**src/rtl/cpu_pkg.sv**
```systemverilog
// Shared CPU constants and types used by the fetch front end.
package cpu_pkg;

    localparam int XLEN = 32;
    localparam logic [XLEN-1:0] NOP_INSTR        = 32'h0000_0013;
    localparam logic [XLEN-1:0] RESET_PC_DEFAULT = 32'h0000_0000;

    // One queue slot: fetch address in the upper half, instruction word in the lower.
    typedef struct packed {
        logic [XLEN-1:0] pc;
        logic [XLEN-1:0] instr;
    } fetch_entry_t;

    function automatic logic [XLEN-1:0] word_align(input logic [XLEN-1:0] addr);
        return {addr[XLEN-1:2], 2'b00};
    endfunction

endpackage

```
**src/rtl/fetch_queue_fifo.sv**
```systemverilog
// Circular {pc, instr} store for fetched words; the head is visible the cycle after it is written.
module fetch_queue_fifo
    import cpu_pkg::*;
#(
    parameter int DEPTH = 4
) (
    input  logic                        clk,
    input  logic                        reset,
    input  logic                        flush,
    input  logic                        wr_en,
    input  logic [2*XLEN-1:0]           wr_data,
    input  logic                        rd_en,
    output logic [2*XLEN-1:0]           rd_data,
    output logic                        empty,
    output logic                        full,
    output logic [$clog2(DEPTH+1)-1:0]  count
);

    localparam int AW = $clog2(DEPTH);
    localparam int CW = $clog2(DEPTH+1);
    localparam logic [CW-1:0] FULL_COUNT = CW'(DEPTH);

    logic [2*XLEN-1:0] mem [DEPTH];
    logic [AW-1:0]     wr_ptr_reg;
    logic [AW-1:0]     rd_ptr_reg;
    logic [CW-1:0]     count_reg;
    logic              do_write;
    logic              do_read;

    assign empty    = (count_reg == '0);
    assign full     = (count_reg == FULL_COUNT);
    assign count    = count_reg;
    assign do_write = wr_en && !full;
    assign do_read  = rd_en && !empty;
    assign rd_data  = mem[rd_ptr_reg];

    // Pointers wrap naturally because DEPTH is a power of two.
    always_ff @(posedge clk) begin
        if (reset || flush) begin
            wr_ptr_reg <= '0;
            rd_ptr_reg <= '0;
            count_reg  <= '0;
        end else begin
            if (do_write) wr_ptr_reg <= wr_ptr_reg + 1'b1;
            if (do_read)  rd_ptr_reg <= rd_ptr_reg + 1'b1;
            case ({do_write, do_read})
                2'b10:   count_reg <= count_reg + 1'b1;
                2'b01:   count_reg <= count_reg - 1'b1;
                default: count_reg <= count_reg;
            endcase
        end
    end

    always_ff @(posedge clk) begin
        if (do_write && !flush && !reset) mem[wr_ptr_reg] <= wr_data;
    end

endmodule

```
**src/rtl/fetch_prefetch_queue.sv**
```systemverilog
// Instruction prefetcher: issues in-order word fetches, buffers responses, and drops stale data after redirects.
module fetch_prefetch_queue
    import cpu_pkg::*;
#(
    parameter int              DEPTH    = 4,
    parameter logic [XLEN-1:0] RESET_PC = RESET_PC_DEFAULT
) (
    input  logic            clk_i,
    input  logic            reset_i,
    input  logic            pc_select_i,
    input  logic [XLEN-1:0] pc_branch_i,
    output logic            imem_req_o,
    output logic [XLEN-1:0] imem_addr_o,
    input  logic            imem_gnt_i,
    input  logic            imem_rvalid_i,
    input  logic [XLEN-1:0] imem_rdata_i,
    output logic            valid_o,
    input  logic            ready_i,
    output logic [XLEN-1:0] instruction_o,
    output logic [XLEN-1:0] pc_o,
    output logic [XLEN-1:0] pc_src_o
);

    localparam int CW = $clog2(DEPTH+1);
    localparam logic [CW:0] DEPTH_LIMIT = (CW+1)'(DEPTH);

    logic [XLEN-1:0] fetch_pc_reg;
    logic [XLEN-1:0] rsp_pc_reg;
    logic [XLEN-1:0] last_pc_reg;
    logic [CW-1:0]   outstanding_reg;
    logic [CW-1:0]   discard_reg;

    logic [CW-1:0]   q_count;
    logic            q_empty;
    logic            q_full;
    fetch_entry_t    q_head;
    fetch_entry_t    q_wr;
    logic [CW:0]     in_flight;
    logic            grant;
    logic            pop;
    logic            write_rsp;
    logic [XLEN-1:0] head_pc;

    // Queue occupancy plus requests in flight bounds how much we may ask for.
    assign in_flight   = {1'b0, q_count} + {1'b0, outstanding_reg};
    assign imem_req_o  = !reset_i && !pc_select_i && (in_flight < DEPTH_LIMIT);
    assign imem_addr_o = fetch_pc_reg;
    assign grant       = imem_req_o && imem_gnt_i;

    assign valid_o   = !reset_i && !q_empty && !pc_select_i;
    assign pop       = valid_o && ready_i;
    assign write_rsp = !reset_i && !pc_select_i && imem_rvalid_i && (discard_reg == '0);

    assign q_wr.pc    = rsp_pc_reg;
    assign q_wr.instr = imem_rdata_i;

    fetch_queue_fifo #(
        .DEPTH(DEPTH)
    ) u_fifo (
        .clk     (clk_i),
        .reset   (reset_i),
        .flush   (pc_select_i),
        .wr_en   (write_rsp),
        .wr_data (q_wr),
        .rd_en   (pop),
        .rd_data (q_head),
        .empty   (q_empty),
        .full    (q_full),
        .count   (q_count)
    );

    // An empty queue presents a NOP and keeps the PC of the last instruction handed to decode.
    assign head_pc       = q_empty ? last_pc_reg : q_head.pc;
    assign instruction_o = q_empty ? NOP_INSTR : q_head.instr;
    assign pc_o          = head_pc;
    assign pc_src_o      = head_pc + 32'd4;

    always_ff @(posedge clk_i) begin
        if (reset_i) begin
            fetch_pc_reg    <= RESET_PC;
            rsp_pc_reg      <= RESET_PC;
            last_pc_reg     <= '0;
            outstanding_reg <= '0;
            discard_reg     <= '0;
        end else begin
            case ({grant, imem_rvalid_i})
                2'b10:   outstanding_reg <= outstanding_reg + 1'b1;
                2'b01:   outstanding_reg <= outstanding_reg - 1'b1;
                default: outstanding_reg <= outstanding_reg;
            endcase

            if (pc_select_i) begin
                // Everything still in flight belongs to the abandoned path.
                fetch_pc_reg <= word_align(pc_branch_i);
                rsp_pc_reg   <= word_align(pc_branch_i);
                discard_reg  <= outstanding_reg - CW'(imem_rvalid_i);
            end else begin
                if (grant) fetch_pc_reg <= fetch_pc_reg + 32'd4;
                if (imem_rvalid_i) begin
                    if (discard_reg != '0) discard_reg <= discard_reg - 1'b1;
                    else                   rsp_pc_reg  <= rsp_pc_reg + 32'd4;
                end
            end

            if (pop) last_pc_reg <= q_head.pc;
        end
    end

    // The request throttle makes a response into a full queue impossible.
    assert property (@(posedge clk_i) disable iff (reset_i) !(write_rsp && q_full));

endmodule

```
**config.mk**
```make
export PLATFORM = sky130hd
export DESIGN_NAME = fetch_prefetch_queue
export DESIGN_NICKNAME = d
export VERILOG_FILES = /design/src/rtl/cpu_pkg.sv /design/src/rtl/fetch_queue_fifo.sv /design/src/rtl/fetch_prefetch_queue.sv
export SDC_FILE = /design/constraint.sdc
export NUM_CORES = 1
export LEC_CHECK = 0
export BUFFER_PORTS_ARGS = -buffer_cell sky130_fd_sc_hd__buf_2
export CAP_MARGIN = 20
export CORE_AREA = 2 2 209 211
export CTS_BUF_LIST = sky130_fd_sc_hd__clkbuf_16
export DETAILED_ROUTE_END_ITERATION = 10
export DIE_AREA = 0 0 211 213
export SETUP_SLACK_MARGIN = 0.4
export SLEW_MARGIN = 20
export SYNTH_ARGS = -nofsm -noshare
export SYNTH_HDL_FRONTEND = slang
export SYNTH_SLANG_ARGS = --single-unit
```
**constraint.sdc**
```tcl
create_clock -name clk_i -period 10.8 [get_ports clk_i]
set_input_delay 2.16 -clock clk_i [delete_from_list [all_inputs] [get_ports clk_i]]
set_output_delay 2.16 -clock clk_i [all_outputs]
set_load 0.005 [all_outputs]
```
### Yosys cells after proc, flatten, opt, wreduce, memory -nomap -nowiden

Memories as Yosys holds them, arrays and structs flattened. A register that Yosys moved wholly into a read port is not among the register bits.
Cells that the tools add are included.

| storage, ports and cells | value |
|---|---|
| memory bits (read-only) | 0 |
| flip-flop bits (word level) | 109 |
| bits in latches | 0 |
| memory bits (writable) | 256 |
| memories | 1 |
| word-level logic and storage cells | 76 |
| bits of input ports | 70 |

Memories:

| memory | depth | width | rd ports | clocked after Yosys merged registers in | write ports | RTL line | RTL |
|---|---|---|---|---|---|---|---|
| u_fifo.mem | 4 | 64 | 1 | 1 | 1 | fetch_queue_fifo.sv:23 | `logic [2*XLEN-1:0] mem [DEPTH];` |

| operators by class | value |
|---|---|
| bitwise logic cells | 1 |
| mux-type cells | 16 |
| shifts and indexed selects | 0 |
| eq/ne operators | 6 |
| $add $sub $neg | 12 |
| divide/modulo/power cells | 0 |
| $mul | 0 |
| order comparisons | 1 |
| reductions and logical operators | 29 |

Operators with widths:

| kind | count |
|---|---|
| 32-bit two-way mux | 7 |
| 32-bit by 3-bit adder with 32-bit output, second input constant | 3 |
| 1-bit logical AND | 12 |
| 3-bit case mux with 2 select lines | 2 |
| 2-bit nonzero test | 5 |
| 3-bit two-way mux | 3 |
| 3-bit by 1-bit subtractor with 3-bit output, second input constant | 3 |
| 3-bit by 1-bit adder with 3-bit output, second input constant | 2 |
| 3-bit logical NOT | 2 |
| 2-bit AND reduction | 3 |
| 2-bit by 1-bit adder with 2-bit output, second input constant | 2 |
| 3-bit by 3-bit adder with 4-bit output | 1 |
| 2-bit by 1-bit == test with 1-bit output, second input constant | 2 |
| 2-bit == test, second input constant | 2 |
| 1-bit logical NOT | 4 |
| 4-bit by 3-bit < comparator with 1-bit output, second input constant | 1 |
| 2-bit two-way mux | 2 |
| 3-bit == test, second input constant | 1 |
| 3-bit nonzero test | 1 |
| 3-bit by 1-bit subtractor with 3-bit output | 1 |
| 1-bit two-way mux | 2 |
| 2-bit inequality test, second input constant | 1 |
| 2-bit OR reduction | 1 |
| 1-bit logical OR | 1 |
| 1-bit NOT | 1 |

### Longest topological paths before layout

| logic depth | value |
|---|---|
| depth in word-level cells | 9 |
| mapped depth | 14 |
| depth with buffers taken out | 11 |

### By module

From an unflattened synthesis, not the netlist that was laid out.

| unflattened totals | value |
|---|---|
| cell total of the unflattened synthesis | 1199 |
| area total of the unflattened synthesis | 15907.8 um2 |

Modules (own cells, without submodules):

| module | seq. area each (um2) | cells each | instances | area each (um2) |
|---|---|---|---|---|
| fetch_queue_fifo | 7867.5 | 389 | 1 | 9691.8 |
| fetch_prefetch_queue | 1961.9 | 810 | 1 | 6216.0 |

### Worst setup path before layout

No wires, ideal clock.

| path | value |
|---|---|
| kind | flip-flop to output port |
| start | register u_fifo.count_reg[0] (netlist: u_fifo.count[0]) |
| end | output port pc_src_o[24] |
| cell stages (with the launch flop) | 15 |
| data required time | 8640 ps |
| setup slack | 5629 ps |
| arrival | 3011 ps |
| path buffers | 4 |
| path through | dfxtp_1 or3_1 buf_2 buf_1 clkbuf_1 clkbuf_1 nand2_1 and2_1 inv_1 ha_1 o21ai_0 nor2_1 o211ai_1 nor4b_1 xor2_1 |

| on the way | value |
|---|---|
| longest elaborated chain between the ends | 3 |

RTL lines:

| what | RTL line | RTL |
|---|---|---|
| from (decl) | fetch_queue_fifo.sv:26 | `logic [CW-1:0] count_reg;` |
| from (signal assigned) | fetch_queue_fifo.sv:47 | `2'b10: count_reg <= count_reg + 1'b1;` |
| from (signal assigned) | fetch_queue_fifo.sv:48 | `2'b01: count_reg <= count_reg - 1'b1;` |
| from (signal assigned) | fetch_queue_fifo.sv:49 | `default: count_reg <= count_reg;` |
| 3-bit logical NOT | fetch_queue_fifo.sv:30 | `assign empty = (count_reg == '0);` |
| 32-bit two-way mux | fetch_prefetch_queue.sv:73 | `assign head_pc = q_empty ? last_pc_reg : q_head.pc;` |
| via pc_o[2] | fetch_prefetch_queue.sv:20 | `output logic [XLEN-1:0] pc_o,` |
| 32-bit by 3-bit adder with 32-bit output | fetch_prefetch_queue.sv:76 | `assign pc_src_o = head_pc + 32'd4;` |
| to (decl) | fetch_prefetch_queue.sv:21 | `output logic [XLEN-1:0] pc_src_o` |

The timed path passes the listed nets, and every way through them passes these cells.

==> metrics.txt <==
status complete, no violations; Area growth, synth to finish 17.6%; clk sinks 353; GRT Total Usage 0.162; io pins 200; sequential area share after synthesis 0.613; die width 211 um; buffers added on ports 191; initial antenna violation count 0; core region area 42700 sq um; final number of hold-violating endpoints 0; H-tree depth 2; DP Wirelength 23300 um; hold path cells 2; layout cell share with drive strength beyond 1 0.228; Root Driver clkbuf_16; routability cong. 0.860; EDFF count, synth 248; worst hold path type reg2reg; CP Max Fanout 59; later-pin clock latency in the skew report 0.55 ns; CTS Hold Bufs 0; Synth cell types 58; Layout Nets 1510; Cell Area, Synth 15600 sq um; Synth area leaders edfxtp_1 48%, dfxtp_1 13%, mux4_2 7.4%; LEAKAGE 6.70 nW; row cnt 76; Crit Path Category reg2out; violation count after the first detailed-route iteration 743; Worst R2R Path Depth 10; Worst VDD drop 85.1 uV; Initial Utilization 0.365; most common cell after layout, fill and taps aside edfxtp_1; post-synthesis register bit count 353; commonest non-fill, non-tap cells in the layout 248 x edfxtp_1, 202 x nand2_1, 191 x buf_2, 103 x dfxtp_1, 71 x a21oi_1; slew margin rel. 0.289; Worst Hold End last_pc_reg[30]; cts bufs inserted 38; Min Clock Period, post-route 6.40 ns; final slew viol count 0; PwrDens 162 nW/um^2; critical path cell sequence buf_4 -> mux4_2 -> nand4_1 -> a222oi_1 -> nand2_2 -> nor4_1 -> xor2_1 -> buf_2; Max Clock Freq 156 MHz; setup repair after global routing missed its margin no; r2r endpoint outstanding_reg[2]; DRC Markers 0; skew final 0.0203 ns; CTS clk-pin slew, worst paths 0.06 ns; final setup fails 0; Wirelength per Cell 18.3 um; mean post-synth cell area 12.5 sq um; final wirelength 36500 um; Post-DRT Antenna Nets 0; pin count of the biggest net entering global routing 75; reg2reg setup slack 7.14 ns; Yosys top cell area share 0.478; worst hold start last_pc_reg[30]; CP Launch Type flip-flop; Post CTS Setup Buffer Count 0; most flop-heavy register u_fifo.mem; die area 44900 sq um; post-CTS sizing 0; vias in the first global route 9864; Largest register FFs 248; main flop type after synthesis edfxtp_1; crit-path max cell delay 0.90 ns; Core Util, Final 0.429; Remaining Overflow, GRT 0; slowest cell on the critical path a222oi_1; CP arrival 4.24 ns; first-pass GRT wire length 56300 um; Worst-Margin Slew 1.06 ns; Async SR Flop Fraction 0; Syn Inst Count 1243; crit share post-route 0.593; TritonCTS clock tree built; via count 10314; leading area contributor after synthesis edfxtp_1; Ant. Diodes 0; max cap viols 0; Yosys warnings 0; drt via density 5.16; setup_tns 0 ns; First-pass DRT Iterations 7; critical path endpoint category output port; die height 213 um; worst-case clock buffer depth 3; Worst EP required 8.64 ns; Worst R2R Start u_fifo.count[2]
-- layer usage --
metal | track usage | vias to the layer above | wire (um)
li1 | - | 4928 | -
met2 | 0.247 | 309 | 16500
met1 | 0.238 | 5039 | 17500
met4 | 0.0415 | 0 | 548
met5 | 0 | - | 0
met3 | 0.0318 | 38 | 2050
-- worst max-delay path, delay by kind of cell (launching register included) --
kind / cells / cell delay [ns]
flip-flops: 1 / 0.44
buffers and inverters: 2 / 0.86
AO/OA/AOI/OAI: 1 / 0.90
AND/OR/NAND/NOR: 3 / 0.86
multiplexers: 1 / 0.43
XOR/XNOR: 1 / 0.17
-- power by group --
| group | switching, mW | internal (mW) |
|---|---|---|
| Combinational | 0.0794 | 0.0569 |
| Clock | 0.527 | 0.805 |
| Sequential | 0.0315 | 1.48 |
-- worst max-delay path by stage --
stage                         to             from  cells past startpoint  slack (ns)
global route        pc_src_o[31]        flip-flop                      8        4.00
global placement    pc_src_o[31]        flip-flop                      8        4.85
finish              pc_src_o[31]        flip-flop                      8        4.40
floorplan           pc_src_o[24]  u_fifo.count[0]                     14        5.63
CTS                 pc_src_o[31]        flip-flop                      8        4.22
detailed placement  pc_src_o[31]        flip-flop                      8        4.83
-- kinds of logic after synthesis --
family	count (synthesis)	share of synthesized area
AO/OA/AOI/OAI	160	0.0613
XOR/XNOR	78	0.0438
adder cells (fa/ha/maj)	17	0.0146
buffers and inverters	101	0.0284
flip-flops	353	0.613
multiplexers	74	0.100
other	1	0.000241
AND/OR/NAND/NOR	459	0.139
-- metrics by stage --
| step | area (sq um) | setup WS, ns | total power, mW | cells | hold slack [ns] |
|---|---|---|---|---|---|
| floorplan | 15600 | 5.63 | 1.61 | 1248 | 0.437 |
| global placement | 17000 | 4.85 | 1.67 | 1929 | 0.442 |
| detailed placement | 17000 | 4.83 | 1.67 | 1929 | 0.447 |
| CTS | 18300 | 4.22 | 3.02 | 1997 | 0.455 |
| global route | 18300 | 4.00 | 3.09 | 1997 | 0.471 |
| finish | 18300 | 4.40 | 2.98 | 1997 | 0.454 |
-- Yosys cell counts (all sizes together), types with 2 or more instances --
master    n
nand2   203
mux4     62
a21boi   15
a32oi     2
nor3     21
nand4    18
and3     13
nor2     57
nand3b    2
buf      26
a211oi   13
xnor2    32
xor2     46
or3       8
clkinv    2
dfxtp   105
ha       15
or2       6
and2     38
o21bai    3
nand3    64
a21oi    71
a31oi    17
edfxtp  248
nor4b     4
inv      30
or3b      3
a222oi    2
fa        2
nor4     12
o21ai    25
o211ai    2
clkbuf   43
o21a      2
and4      5
mux2i    11
-- area by class of cell --
| class | count | area, sq um |
|---|---|---|
| clock buffers | 41 | 1030 |
| fillers | 3981 | 24400 |
| clock inverters | 27 | 262 |
| well taps | 546 | 683 |
| inverters | 32 | 120 |
| multi-input cells | 794 | 5630 |
| repair buffers | 204 | 1050 |
| flip-flops and latches | 353 | 9550 |
Power figures use the tool's default switching activity.
